==> config.mk <==
export PLATFORM = sky130hd
export DESIGN_NAME = mod7_counter
export DESIGN_NICKNAME = d
export VERILOG_FILES = /design/src/rtl/mod7_counter.sv
export SDC_FILE = /design/constraint.sdc
export NUM_CORES = 1
export LEC_CHECK = 0
export CAP_MARGIN = 20
export CORE_AREA = 2 2 39 41
export CTS_CLUSTER_SIZE = 28
export DETAILED_ROUTE_END_ITERATION = 10
export DIE_AREA = 0 0 41 43
export GPL_TIMING_DRIVEN = 0
export HOLD_SLACK_MARGIN = 0.02
export PLACE_DENSITY_LB_ADDON = 0.15
export SETUP_SLACK_MARGIN = 0.05
export SYNTH_ARGS = -nofsm -noshare
export SYNTH_HDL_FRONTEND = slang
export SYNTH_SLANG_ARGS = --single-unit
==> constraint.sdc <==
create_clock -name clk -period 1.2 [get_ports clk]
set_input_delay 0.36 -clock clk [delete_from_list [all_inputs] [get_ports clk]]
set_output_delay 0.36 -clock clk [all_outputs]
set_load 0.005 [all_outputs]
==> src/rtl/mod7_counter.sv <==
// Divide-by-7 counter for the frac-N PLL feedback divider: count taps, terminal-count
// flag, 3/7-duty MSB clock and a 50%-duty clock built from a falling-edge half-cycle flop.
module mod7_counter #(
  parameter logic [2:0] INIT = 3'd0
) (
  input  logic clk,
  input  logic rst,
  output logic bit1,
  output logic bit2,
  output logic bit3,
  output logic bit4,
  output logic out
);

  logic [2:0] count_q, count_d;
  logic       neg_q;

  // 6 wraps to 0; the unreachable 7 (upset) also recovers to 0 on the next edge.
  always_comb begin
    count_d = count_q + 3'd1;
    if (count_q >= 3'd6) begin
      count_d = 3'd0;
    end
  end

  always_ff @(posedge clk or negedge rst) begin
    if (!rst) begin
      count_q <= INIT;
    end else begin
      count_q <= count_d;
    end
  end

  // Delays the MSB by half a cycle so the OR below stretches high time to 3.5 cycles.
  always_ff @(negedge clk or negedge rst) begin
    if (!rst) begin
      neg_q <= 1'b0;
    end else begin
      neg_q <= count_q[2];
    end
  end

  assign bit1 = count_q[0];
  assign bit2 = count_q[1];
  assign out  = count_q[2];
  assign bit3 = (count_q == 3'd6);
  assign bit4 = count_q[2] | neg_q;

endmodule

==> qor.yml, run 1 <==
run_status: "complete, but fails checks"
violations: "negative setup slack"
netlist_area_um2: 177.7
clock_skew_ns: 0.01432
syn-instance-count: 15
required_ns: 0.84
detail-route-antenna-nets: 0
dieArea_um2: 1763
viasPerCell: 3.298
htree_num_levels: 1
drive_gt1_frac: 0.7097
syn_avg_cell_area_um2: 11.84
cp.buffers_inverters: 1
grt_pass1_vias: 148
clockBufferDepth: 2
insertion_delay_ns: 0.24
grt_pass1_wl_um: 600
rows: 14
yosysMostFrequentCell: "dfrtp_1"
vias: 155
coreArea_um2: 1384
port_buffers: 6
finalHoldViolCount: 0
fin_tns_setup_ns: -0.9805
whs_ns: 0.3271
power.density_nw_per_um2: 878.0
finalNetCount: 36
crit_chain: "or2_1 -> buf_2"
syn_nets: 19
diodes: 0
critPathLaunchType: "flop"
slew_viol_final: 0
pin_count: 7
synth.distinct_cells: 10
cts_hold_buf: 0
synth-seq-cells: 4
path_clk_slew_ns: 0.04
maxCapViolCount: 0
cts_root_buf: "clkbuf_4"
setup_ws_ns: -0.6254
setup_violations: 5
grt_usage: 0.05438
synth_top_flop_cell: "dfrtp_1"
ys_seq_area_frac: 0.5634
cts_made_buffers: 3
async_flop_share: 1.000
yosys-top-cells-count: "3 x dfrtp_1, 2 x a21oi_1, 2 x ha_1, 2 x nand2b_1"
fin_util: 0.2640
slew_headroom: 0.8749
critPathKind: "reg2out"
routedWlPerCell_um: 7.894
yosys_warnings: 0
fp.dieH_um: 43
worstMarginPinSlew_ns: 0.1870
critPathArrivalTime_ns: 1.47
cp_max_fo: 1
routed_wirelength_um: 371
synth_edf_count: 0
cpLargestDelayFamily: "flip-flops"
min_path_type: "in2async"
synth.area.top_cells: "dfrtp_1 42%, dfrtn_1 14%, ha_1 14%, nand2b_1 7.0%, a21oi_1 5.6%"
ir_drop_mv: 0.4416
slowest_delay_ns: 0.31
synth.top_cell.area_share: 0.4225
die_w_um: 41
drt_first_pass_iters: 1
area_growth_pct: 105.6
drt_iter0_markers: 0
drcViolationCount: 0
start_util: 0.1284
critPathSlowestCell: "dfrtn_1"
antenna_found_initial: 0
yosys.area.top_type: "dfrtp_1"
gr-total-overflow: 0
cp-end-kind: "output port"
grt_max_degree: 9
grt_setup_unrepaired: "yes"
numClockSinks: 4
p_leak_nw: 0.1670
gp_congestion: 0.7057
cts_tree: "built"
## flip-flops by register name (all words and copies together), names as in the netlist
signal / flops
count_q: 3
neg_q: 1
## placed cells by master (no fill, tap or decap)
cell type,instances
buf_6,6
clkbuf_4,3
dfrtp_1,2
buf_2,2
buf_4,2
and2_1,1
or2_4,1
a21oi_2,1
or2_1,1
a21oi_1,1
nand2b_4,1
nand2b_1,1
o21ai_2,1
inv_4,1
ha_4,1
ha_2,1
clkbuf_1,1
dfrtp_2,1
clkdlybuf4s50_1,1
dfrtn_1,1
clkbuf_2,1
## final cells by class
cell class	count	area, um^2
tap	16	20.02
fill	149	1018
sequential	4	101.3
clock buffer	4	26.28
multi-input combinational	10	103.9
inverter	1	6.256
timing repair buffer	12	107.6
## logic make-up (layout without fill, tap and decap cells)
group	after synthesis	after routing	share of synthesized area
fa+ha+maj	2	2	0.1408
flops	4	4	0.5633
simple gates	5	5	0.1902
buf+inv	1	17	0.02111
compound gates	3	3	0.08448
## path summary, 6_finish.rpt
kind                            startpoint         end  slack, ns  depth (start not counted)
worst min-delay path                   rst  count_q[0]       0.33                          1
max in group asynchronous              rst       neg_q       0.19                          1
worst min register to register  count_q[0]  count_q[0]       0.56                          2
min in group clk                count_q[0]  count_q[0]       0.56                          2
worst max register to register  count_q[0]  count_q[1]      -0.01                          6
worst max-delay path                 neg_q        bit4      -0.63                          2
## stage by stage
step | power (mW) | setup slack (ns) | instance area, um^2 | cells
2_1_floorplan | 0.1375 | -0.2652 | 177.7 | 15
3_3_place_gp | 0.1430 | -0.6950 | 257.7 | 37
3_5_place_dp | 0.1432 | -0.6950 | 257.7 | 37
4_1_cts | 0.3324 | -0.6371 | 316.6 | 45
5_1_grt | 0.3463 | -0.6564 | 365.4 | 47
6_report | 0.3208 | -0.6254 | 365.4 | 47
## metal layers
metal / vias to the layer above / GRT usage / share of wire
met1: 72 / 0.04870 / 0.40
met5: - / 0 / 0
met4: 0 / 0.04000 / 0
met3: 0 / 0.04712 / 0.067
met2: 3 / 0.07500 / 0.53
li1: 80 / - / -
## power by group
part	internal, mW	switching (mW)
Sequential	0.136	0
Clock	0.125	0.0549
Combinational	0.00289	0.00247
Total	0.263	0.0574
## what timing repair did
item / 4_1_cts / 5_1_grt
buffers inserted: 4 / 3
resized for setup: 22 / 12
endpoints found under the setup margin: 6 / 8
cloned: 0 / 0
pin swaps: 0 / 3
Note: power is estimated with default switching activity, not from simulation.
==> inputs of run 2 (changes only) <==
Settings changed: MAX_ROUTING_LAYER from default to met4.
==> results of run 2 <==
Final layout, timing and power as in run 1 (identical DEF).
Among the figures that moved: final weighted congestion in routability-driven placement 0.7057 -> 0.7135; via count of the first global-routing pass 148 -> 147; overall routing resource usage 0.05438 -> 0.05573
==> inputs of run 3 (changes only) <==
Settings changed: ABC_AREA from default to 1.
==> run 3 against run 2 <==
Worst setup slack worse by 0.0063 ns; register-to-register slack better by 0.05 ns; clock skew hardly changed; flip-flop and latch count stayed put; die area stayed put; the flow still finishes with violations (negative setup slack); non-clock buffer count stayed put; core utilization is 2.0 points lower; global-route usage is 1.0 points higher; synthesized area is 2.8% higher; critical endpoint unchanged.
==> qor.yml, run 3 <==
drcViolationCount: 0
async_flop_share: 1.000
rows: 14
drt_first_pass_iters: 1
syn-instance-count: 20
synth.top_cell.area_share: 0.4110
syn_nets: 24
critPathLaunchType: "flop"
grt_usage: 0.06618
total_power_uw: 326.2
layout_commonest_cell: "nand2_1"
slew_headroom: 0.8784
finalHoldViolCount: 0
clockBufferDepth: 2
power.density_nw_per_um2: 965.6
die_w_um: 41
synth_top_flop_cell: "dfrtp_1"
swShare: 0.1917
p_clk_frac: 0.568
fp.dieH_um: 43
cts_made_buffers: 3
setup_ws_ns: -0.6316
dp_cells: 42
netlist_area_um2: 182.7
yosysMostFrequentCell: "nand2_1"
diodes: 0
syn_avg_cell_area_um2: 9.134
largest-register: "count_q"
coreArea_um2: 1384
fill_cells: 156
switchingPower_uw: 62.52
fin_tns_setup_ns: -0.8920
gr-total-overflow: 0
synth.area.top_cells: "dfrtp_1 41%, dfrtn_1 14%, ha_1 14%, nand2_1 12%, nor2_1 6.2%"
synth.distinct_cells: 9
detail-route-antenna-nets: 0
layout_common_cells: "5 x nand2_1, 4 x buf_6, 4 x buf_4"
cts_root_buf: "clkbuf_4"
critPathKind: "reg2out"
whs_ns: 0.3237
post-place-ws_ns: -0.6970
vias: 183
viasPerCell: 3.519
cp_max_fo: 1
setup_violations: 4
run_status: "complete, but fails checks"
p_leak_nw: 0.1790
routed_wirelength_um: 412
yosys-top-cells-count: "6 x nand2_1, 3 x dfrtp_1, 3 x nor2_1, 2 x ha_1, 2 x inv_1"
cp-end-kind: "output port"
hpwl_um: 246.3
grt_pass1_vias: 163
synth-seq-cells: 4
pin_count: 7
cts_tree: "built"
drive_gt1_frac: 0.5556
insertion_delay_ns: 0.25
worst-r2r-setup-slack_ns: 0.04
fin_cells: 52
min_path_type: "in2async"
required_ns: 0.84
cts_hold_buf: 0
p_int_uw: 263.7
critPathArrivalTime_ns: 1.47
synth_edf_count: 0
ir_drop_mv: 0.6977
largestRegisters: "count_q (3), neg_q (1)"
yosys_warnings: 0
grt_max_degree: 5
slew_viol_final: 0
grt_setup_unrepaired: "yes"
power_frac_comb: 0.016
finalNetCount: 41
numClockSinks: 4
clock_skew_ns: 0.01392
largest_register_ffs: 3
gp_congestion: 0.6688
seq_power_share: 0.416
maxCapViolCount: 0
start_util: 0.1320
htree_num_levels: 1
worstMarginPinSlew_ns: 0.1819
violations: "negative setup slack"
dieArea_um2: 1763
routedWlPerCell_um: 7.923
area_growth_pct: 84.93
grt_pass1_wl_um: 662
antenna_found_initial: 0
drt_iter0_markers: 0
ys_seq_area_frac: 0.5479
path_clk_slew_ns: 0.04
port_buffers: 6
yosys.area.top_type: "dfrtp_1"
run 3: cell count changes in the layout (fill, tap and decap cells not counted), moves of 2 or more:
| cell | before | now |
|---|---|---|
| buf_4 | 2 | 4 |
| buf_6 | 6 | 4 |
| nor2_1 | 0 | 3 |
| inv_1 | 0 | 2 |
| nand2_1 | 0 | 5 |
run 3: cell families (layout without fill, tap and decap cells):
group,after synthesis,after routing,synth area share
fa+ha+maj,2,2,0.1370
simple gates,11,11,0.2535
buf+inv,3,19,0.06164
flops,4,4,0.5479
run 3: cell type report:
class | instances | area [um^2] | area share
sequential | 4 | 101.3 | 0.3000
timing repair buffer | 12 | 100.1 | 0.2963
multi-input combinational | 13 | 78.83 | 0.2333
clock buffer | 4 | 26.28 | 0.07778
tap | 16 | 20.02 | 0.05926
inverter | 3 | 11.26 | 0.03333
run 3: power groups by stage:
| stage | Clock (mW) | Sequential, mW | Combinational, mW |
|---|---|---|---|
| CTS | 0.196 | 0.136 | 0.00554 |
| floorplan | 0 | 0.138 | 0.0000000545 |
| finish | 0.185 | 0.136 | 0.00529 |
| global route | 0.216 | 0.135 | 0.00607 |
| global placement | 0 | 0.137 | 0.00551 |
| detailed placement | 0 | 0.137 | 0.00546 |
run 3: metrics by stage:
| stage | utilization | area (um^2) |
|---|---|---|
| 3_3_place_gp | 0.1899 | 262.8 |
| 5_1_grt | 0.2441 | 337.8 |
| 2_1_floorplan | - | 182.7 |
| 4_1_cts | 0.2306 | 319.1 |
| 3_5_place_dp | 0.1899 | 262.8 |
| 6_report | 0.2441 | 337.8 |
run 3: critical path: stages (launching register included):
cell and delay, ns:
dfrtn_1 0.31, or2_1 0.19, buf_2 0.12
run 3: final timing paths:
kind	from	cells after the start	to
min in group clk	count_q[0]	2	count_q[0]
setup reg to reg	count_q[2]	0	neg_q
max in group asynchronous	rst	1	neg_q
setup / recovery	neg_q	2	bit4
hold reg to reg	count_q[0]	2	count_q[0]
hold / removal	rst	1	count_q[0]
run 3: repair_timing:
action,in CTS,in global routing
resized for setup,23,5
pin swaps,2,1
endpoints found under the setup margin,6,7
setup buffers,4,4
run 3: per-layer routing:
metal,share of wire,track usage
met5,0,-
met4,0,0.02000
met3,0.11,0.09424
met2,0.42,0.07500
met1,0.48,0.06209
